## src/rtl/aes_pkg.sv

```systemverilog
// aes_pkg: shared AES definitions for the iterative cipher and round logic.
//   - aes_state_t : cipher FSM states
//   - sbox()      : FIPS-197 forward S-box
//   - xtime()     : multiply by x in GF(2^8)
//   - gf_mul()    : general GF(2^8) multiply
//   - nr_of()     : rounds for a given key length in words
//   - rk_msb()    : MSB position of round key r in the packed schedule
package aes_pkg;

  typedef enum logic [1:0] {
    ST_IDLE,
    ST_RUN,
    ST_DONE
  } aes_state_t;

  localparam logic [0:255][7:0] SBOX_TAB = {
    128'h637c777bf26b6fc53001672bfed7ab76,
    128'hca82c97dfa5947f0add4a2af9ca472c0,
    128'hb7fd9326363ff7cc34a5e5f171d83115,
    128'h04c723c31896059a071280e2eb27b275,
    128'h09832c1a1b6e5aa0523bd6b329e32f84,
    128'h53d100ed20fcb15b6acbbe394a4c58cf,
    128'hd0efaafb434d338545f9027f503c9fa8,
    128'h51a3408f929d38f5bcb6da2110fff3d2,
    128'hcd0c13ec5f974417c4a77e3d645d1973,
    128'h60814fdc222a908846eeb814de5e0bdb,
    128'he0323a0a4906245cc2d3ac629195e479,
    128'he7c8376d8dd54ea96c56f4ea657aae08,
    128'hba78252e1ca6b4c6e8dd741f4bbd8b8a,
    128'h703eb5664803f60e613557b986c11d9e,
    128'he1f8981169d98e949b1e87e9ce5528df,
    128'h8ca1890dbfe6426841992d0fb054bb16
  };

  function automatic logic [7:0] sbox(input logic [7:0] x);
    return SBOX_TAB[x];
  endfunction

  function automatic logic [7:0] xtime(input logic [7:0] b);
    return {b[6:0], 1'b0} ^ (b[7] ? 8'h1b : 8'h00);
  endfunction

  function automatic logic [7:0] gf_mul(input logic [7:0] a, input logic [7:0] b);
    logic [7:0] acc;
    logic [7:0] p;
    acc = '0;
    p   = a;
    for (int unsigned i = 0; i < 8; i++) begin
      if (b[i]) acc = acc ^ p;
      p = xtime(p);
    end
    return acc;
  endfunction

  function automatic int unsigned nr_of(input int unsigned nk);
    return nk + 6;
  endfunction

  // Round key 0 occupies the MSBs of the schedule.
  function automatic int unsigned rk_msb(input int unsigned nr, input int unsigned r);
    return 128 * (nr + 1) - 1 - 128 * r;
  endfunction

endpackage

```

## src/rtl/aes_round.sv

```systemverilog
// aes_round: one combinational AES encryption round.
//   state     - current 128-bit state, FIPS byte 0 in [127:120], column-major
//   rk        - round key to add
//   final_rnd - 1 skips MixColumns (last round)
//   next      - resulting state
module aes_round
  import aes_pkg::*;
(
  input  logic [127:0] state,
  input  logic [127:0] rk,
  input  logic         final_rnd,
  output logic [127:0] next
);

  logic [7:0] w_sb [16];
  logic [7:0] w_sr [16];
  logic [7:0] w_mx [16];

  always_comb begin
    for (int unsigned i = 0; i < 16; i++) w_sb[i] = sbox(state[127-8*i -: 8]);
  end

  // Byte index is row + 4*column; row r rotates left by r columns.
  always_comb begin
    for (int unsigned c = 0; c < 4; c++) begin
      for (int unsigned r = 0; r < 4; r++) begin
        w_sr[r + 4*c] = w_sb[r + 4*((c + r) % 4)];
      end
    end
  end

  always_comb begin
    logic [7:0] a0, a1, a2, a3;
    for (int unsigned c = 0; c < 4; c++) begin
      a0 = w_sr[4*c];
      a1 = w_sr[4*c + 1];
      a2 = w_sr[4*c + 2];
      a3 = w_sr[4*c + 3];
      w_mx[4*c]     = gf_mul(a0, 8'h02) ^ gf_mul(a1, 8'h03) ^ a2 ^ a3;
      w_mx[4*c + 1] = a0 ^ gf_mul(a1, 8'h02) ^ gf_mul(a2, 8'h03) ^ a3;
      w_mx[4*c + 2] = a0 ^ a1 ^ gf_mul(a2, 8'h02) ^ gf_mul(a3, 8'h03);
      w_mx[4*c + 3] = gf_mul(a0, 8'h03) ^ a1 ^ a2 ^ gf_mul(a3, 8'h02);
    end
  end

  always_comb begin
    for (int unsigned i = 0; i < 16; i++) begin
      next[127-8*i -: 8] = (final_rnd ? w_sr[i] : w_mx[i]) ^ rk[127-8*i -: 8];
    end
  end

endmodule

```

## src/rtl/aes_cipher_iter.sv

```systemverilog
// aes_cipher_iter: iterative AES-128/192/256 encryption, one round per clock.
//   clk, reset - clock and synchronous active-high reset
//   start      - encrypt in_block (taken only while ready)
//   ready      - idle, start accepted
//   in_block   - plaintext, FIPS byte 0 in [127:120]
//   w          - expanded key schedule, round key 0 in the MSBs; hold stable
//                from the accepting edge through the done cycle
//   out_block  - ciphertext, held until the next done
//   done       - one-cycle completion pulse
//   busy       - rounds in progress
module aes_cipher_iter
  import aes_pkg::*;
#(
  parameter  int NK = 4,
  localparam int NR = nr_of(NK)
) (
  input  logic                   clk,
  input  logic                   reset,
  input  logic                   start,
  output logic                   ready,
  input  logic [127:0]           in_block,
  input  logic [128*(NR+1)-1:0]  w,
  output logic [127:0]           out_block,
  output logic                   done,
  output logic                   busy
);

  localparam int RW = $clog2(NR + 1);

  if (NK != 4 && NK != 6 && NK != 8) begin : g_bad_nk
    $fatal(1, "aes_cipher_iter: NK must be 4, 6 or 8");
  end

  aes_state_t     r_state;
  logic [RW-1:0]  r_rnd;
  logic [127:0]   r_st;
  logic [127:0]   r_out;
  logic           r_ready;
  logic           r_done;
  logic           r_busy;

  logic [127:0]   w_rks [NR+1];
  logic [127:0]   w_next;
  logic           w_final;

  for (genvar g = 0; g <= NR; g++) begin : g_rk
    assign w_rks[g] = w[rk_msb(NR, g) -: 128];
  end

  assign w_final = (r_rnd == RW'(NR));

  aes_round u_round (
    .state     (r_st),
    .rk        (w_rks[r_rnd]),
    .final_rnd (w_final),
    .next      (w_next)
  );

  always_ff @(posedge clk) begin
    if (reset) begin
      r_state <= ST_IDLE;
      r_rnd   <= '0;
      r_st    <= '0;
      r_out   <= '0;
      r_ready <= 1'b1;
      r_done  <= 1'b0;
      r_busy  <= 1'b0;
    end else begin
      r_done <= 1'b0;
      case (r_state)
        ST_IDLE: begin
          if (start) begin
            r_st    <= in_block ^ w_rks[0];
            r_rnd   <= RW'(1);
            r_state <= ST_RUN;
            r_ready <= 1'b0;
            r_busy  <= 1'b1;
          end
        end
        ST_RUN: begin
          r_st <= w_next;
          if (w_final) begin
            // Output captured alongside the last state update so done and
            // out_block appear together.
            r_out   <= w_next;
            r_done  <= 1'b1;
            r_busy  <= 1'b0;
            r_rnd   <= '0;
            r_state <= ST_DONE;
          end else begin
            r_rnd <= r_rnd + 1'b1;
          end
        end
        ST_DONE: begin
          r_ready <= 1'b1;
          r_state <= ST_IDLE;
        end
        default: begin
          r_ready <= 1'b1;
          r_busy  <= 1'b0;
          r_state <= ST_IDLE;
        end
      endcase
    end
  end

  assign ready     = r_ready;
  assign done      = r_done;
  assign busy      = r_busy;
  assign out_block = r_out;

endmodule

```

## config.mk

```make
export PLATFORM = sky130hd
export DESIGN_NAME = aes_cipher_iter
export DESIGN_NICKNAME = d
export VERILOG_FILES = /design/src/rtl/aes_pkg.sv /design/src/rtl/aes_round.sv /design/src/rtl/aes_cipher_iter.sv
export SDC_FILE = /design/constraint.sdc
export NUM_CORES = 2
export LEC_CHECK = 0
export CAP_MARGIN = 20
export CORE_AREA = 4 4 651 653
export CTS_CLUSTER_SIZE = 12
export DETAILED_ROUTE_END_ITERATION = 7
export DIE_AREA = 0 0 655 657
export GPL_ROUTABILITY_DRIVEN = 0
export PLACE_DENSITY = 0.36
export REMOVE_ABC_BUFFERS = 1
export SYNTH_ARGS = -nofsm -noshare
export SYNTH_HDL_FRONTEND = slang
export SYNTH_SLANG_ARGS = --single-unit
export TNS_END_PERCENT = 100
```

## constraint.sdc

```tcl
create_clock -name clk -period 5.5 [get_ports clk]
set_input_delay 1.65 -clock clk [delete_from_list [all_inputs] [get_ports clk]]
set_output_delay 1.65 -clock clk [all_outputs]
set_load 0.01 [all_outputs]
```

==> results.ini <==
[status]
outcome = finished, final reports clean

[detailed_routing]
viasPerCell = 5.923
vias = 110229
wirelength_um = 728700
drcViolationCount = 0
drt_iter0_markers = 16412
ant_nets = 0
routedWlPerCell_um = 39.16
dr.pass1.iters = 8

[cts]
cts.clk_slew.worst_paths_ns = 0.08
cts_made_buffers = 47
clock_latency_ns = 0.77
cts_setup_buffers = 0
cts_hold_buf = 0
cts-root-buf = clkbuf_16
htree_levels = 2
tritoncts = yes
cts_resized = 0
clock-sinks = 265
clock_path_buffers = 3

[global_routing]
grt_pass1_wl_um = 964300
overflow = 0
grt_pass1_vias = 102988
antenna_found_initial = 247
grt_usage_pct = 32.02
grt_max_degree = 138

[die]
row_count = 238
fp.dieW_um = 655
core_um2 = 418700
die_y_um = 657
initial_utilization_pct = 20.06
boundaryPins = 1670
dieArea_um2 = 430300

[yosys]
synth_top_area_cell = mux4_2
avgSynthCellArea_um2 = 7.174
synth_ff_type = dfxtp_1
synth.distinct_cells = 134
ys_ff_latch = 265
synth_edf_count = 0
synth.most_common_cell = a21oi_1
yosys-top-cells-area = mux4_2 (12%), a21oi_1 (6.9%), dfxtp_1 (6.3%), xnor2_1 (5.8%), o21ai_0 (4.8%)
yosys_warnings = 0
synth_area_um2 = 84000
yosysSeqAreaShare_pct = 6.315
synth_top_area_share_pct = 11.96
ys_async_sr_fraction_pct = 0
netlist_instances = 11709
synth.top_cells.by_count = a21oi_1 (1165), nor2_1 (871), nand2_1 (832)

[power]
power_per_cell_area_nw_per_um2 = 769.9
power.leakage_nw = 36.47
vdd_drop_max_uv = 590.6

[place]
dpl_worst_slack_ns = 0.4488
placed_area_um2 = 107800
dp_hpwl_um = 585500
io_buffers = 1669

[setup_path]
crit_chain = buf_4, ha_1, nor2_1, a211oi_1, a31oi_1, mux4_2, a221oi_1, a311oi_2, buf_4, xor2_1, xnor2_1, xnor2_1, a21oi_1
arrival_ns = 5.71
worstSetupEndpointType = flop
path_class = flop to flop
critPathRequiredTime_ns = 6.09
cp-start-kind = flop
slowest_stage = ha_1
cp_max_fo = 31
critPathMaxStageDelay_ns = 0.71

[worst_hold_path]
hp-class = flop to flop

[timing]
final-hold-violation-count = 0
drv_slew = 0
fin_crit_ns = 5.120
skew_ns = 0.08290
layout_setup_ws_ns = 0.3795
worstMarginPinSlew_ns = 1.268
setup_violations = 0
fmax_mhz = 195.3
period_share_pct = 93.10
slew-limit-headroom_pct = 15.19
rsz0062_at_grt = false

[cells_and_area]
design_area_um2 = 110000
fin_nets = 14556
drive_above_1_share_pct = 12.62
fin_util_pct = 26.28
area_delta_synth_final_pct = 31.00

[flow_run]
max_cap_viol_count = 0

[sequential cells by signal, indices dropped and copies added, names as in the netlist]
register / count
r_rnd: 4
busy: 1
r_st: 128
r_state: 2
done: 1
out_block: 128
ready: 1
[cell usage in the layout, fill, tap and decap left out, drive strengths merged, types with 152 or more instances in the layout]
cell type	count
nor2b	289
mux4	447
xor2	237
nand3	361
nor3	303
o22ai	205
a31oi	218
dfxtp	265
buf	763
ha	229
nor2	877
nand2b	350
o211ai	261
a311oi	152
mux2i	348
xnor2	567
nand2	834
clkdlybuf4s50	1668
a211oi	261
o21ai	839
o311ai	160
diode	265
a21oi	1166
[worst paths after layout]
path | start | to | slack [ns] | cells after the start
hold / removal | out_block[78]$_SDFFE_PP0P_ | out_block[78]$_SDFFE_PP0P_ | 0.45 | 2
setup / recovery | r_st[17]$_SDFFE_PP0P_ | r_st[32]$_SDFFE_PP0P_ | 0.38 | 13
hold reg to reg | out_block[78]$_SDFFE_PP0P_ | out_block[78]$_SDFFE_PP0P_ | 0.45 | 2
setup reg to reg | r_st[17]$_SDFFE_PP0P_ | r_st[32]$_SDFFE_PP0P_ | 0.38 | 13
[power by group]
group          internal (W)  switching [W]
Combinational        0.0298         0.0471
Sequential          0.00237        0.00196
Clock               0.00189        0.00159
[routing by layer]
layer	vias up	wire length [um]	track usage, %
met5	-	572	0
met4	86	55490	18.95
met3	1272	65290	6.613
met2	6969	323100	50.38
met1	54978	284200	40.17
li1	46924	-	-
[final cells by class]
| cell class | count | area [um2] |
|---|---|---|
| clock inverter | 25 | 327.8 |
| timing repair buffer | 2431 | 23060 |
| sequential | 265 | 5448 |
| tap | 5520 | 6907 |
| clock buffer | 61 | 1301 |
| fill | 46659 | 308600 |
| antenna | 265 | 663.1 |
| multi-input combinational | 9868 | 71680 |
| inverter | 175 | 659.4 |
[logic make-up (layout without fill, tap and decap cells)]
| kind of cell | after synthesis | after routing | share of synthesized area (%) |
|---|---|---|---|
| adder cells (fa/ha/maj) | 237 | 237 | 3.506 |
| AND/OR/NAND/NOR | 3592 | 3592 | 21.08 |
| multiplexers | 826 | 826 | 16.57 |
| other | 0 | 265 | 0 |
| XOR/XNOR | 830 | 830 | 9.202 |
| flip-flops | 265 | 265 | 6.315 |
| AO/OA/AOI/OAI | 4383 | 4383 | 34.83 |
| buffers and inverters | 1576 | 2692 | 8.497 |
[worst max-delay path: cells and delay by family (launching register included)]
kind | cells | cell delay (ns)
buffers and inverters | 2 | 0.64
and+or+nand+nor | 1 | 0.27
DFF | 1 | 0.35
adders and majority gates | 1 | 0.71
xor gates and xnor gates | 3 | 0.66
AOI/OAI and AO/OA | 5 | 1.81
muxes | 1 | 0.49
[stage by stage]
step	total power, W	hold slack (ns)	setup TNS (ns)	instances
global placement	0.08037	0.4462	0	18257
CTS	0.08313	0.4550	0	18345
finish	0.08472	0.4537	0	18610
floorplan	0.04947	0.4584	-4720.22	10308
global route	0.08822	0.4719	0	18571
detailed placement	0.07920	0.4473	0	18259
(Power assumes the default switching activity.)
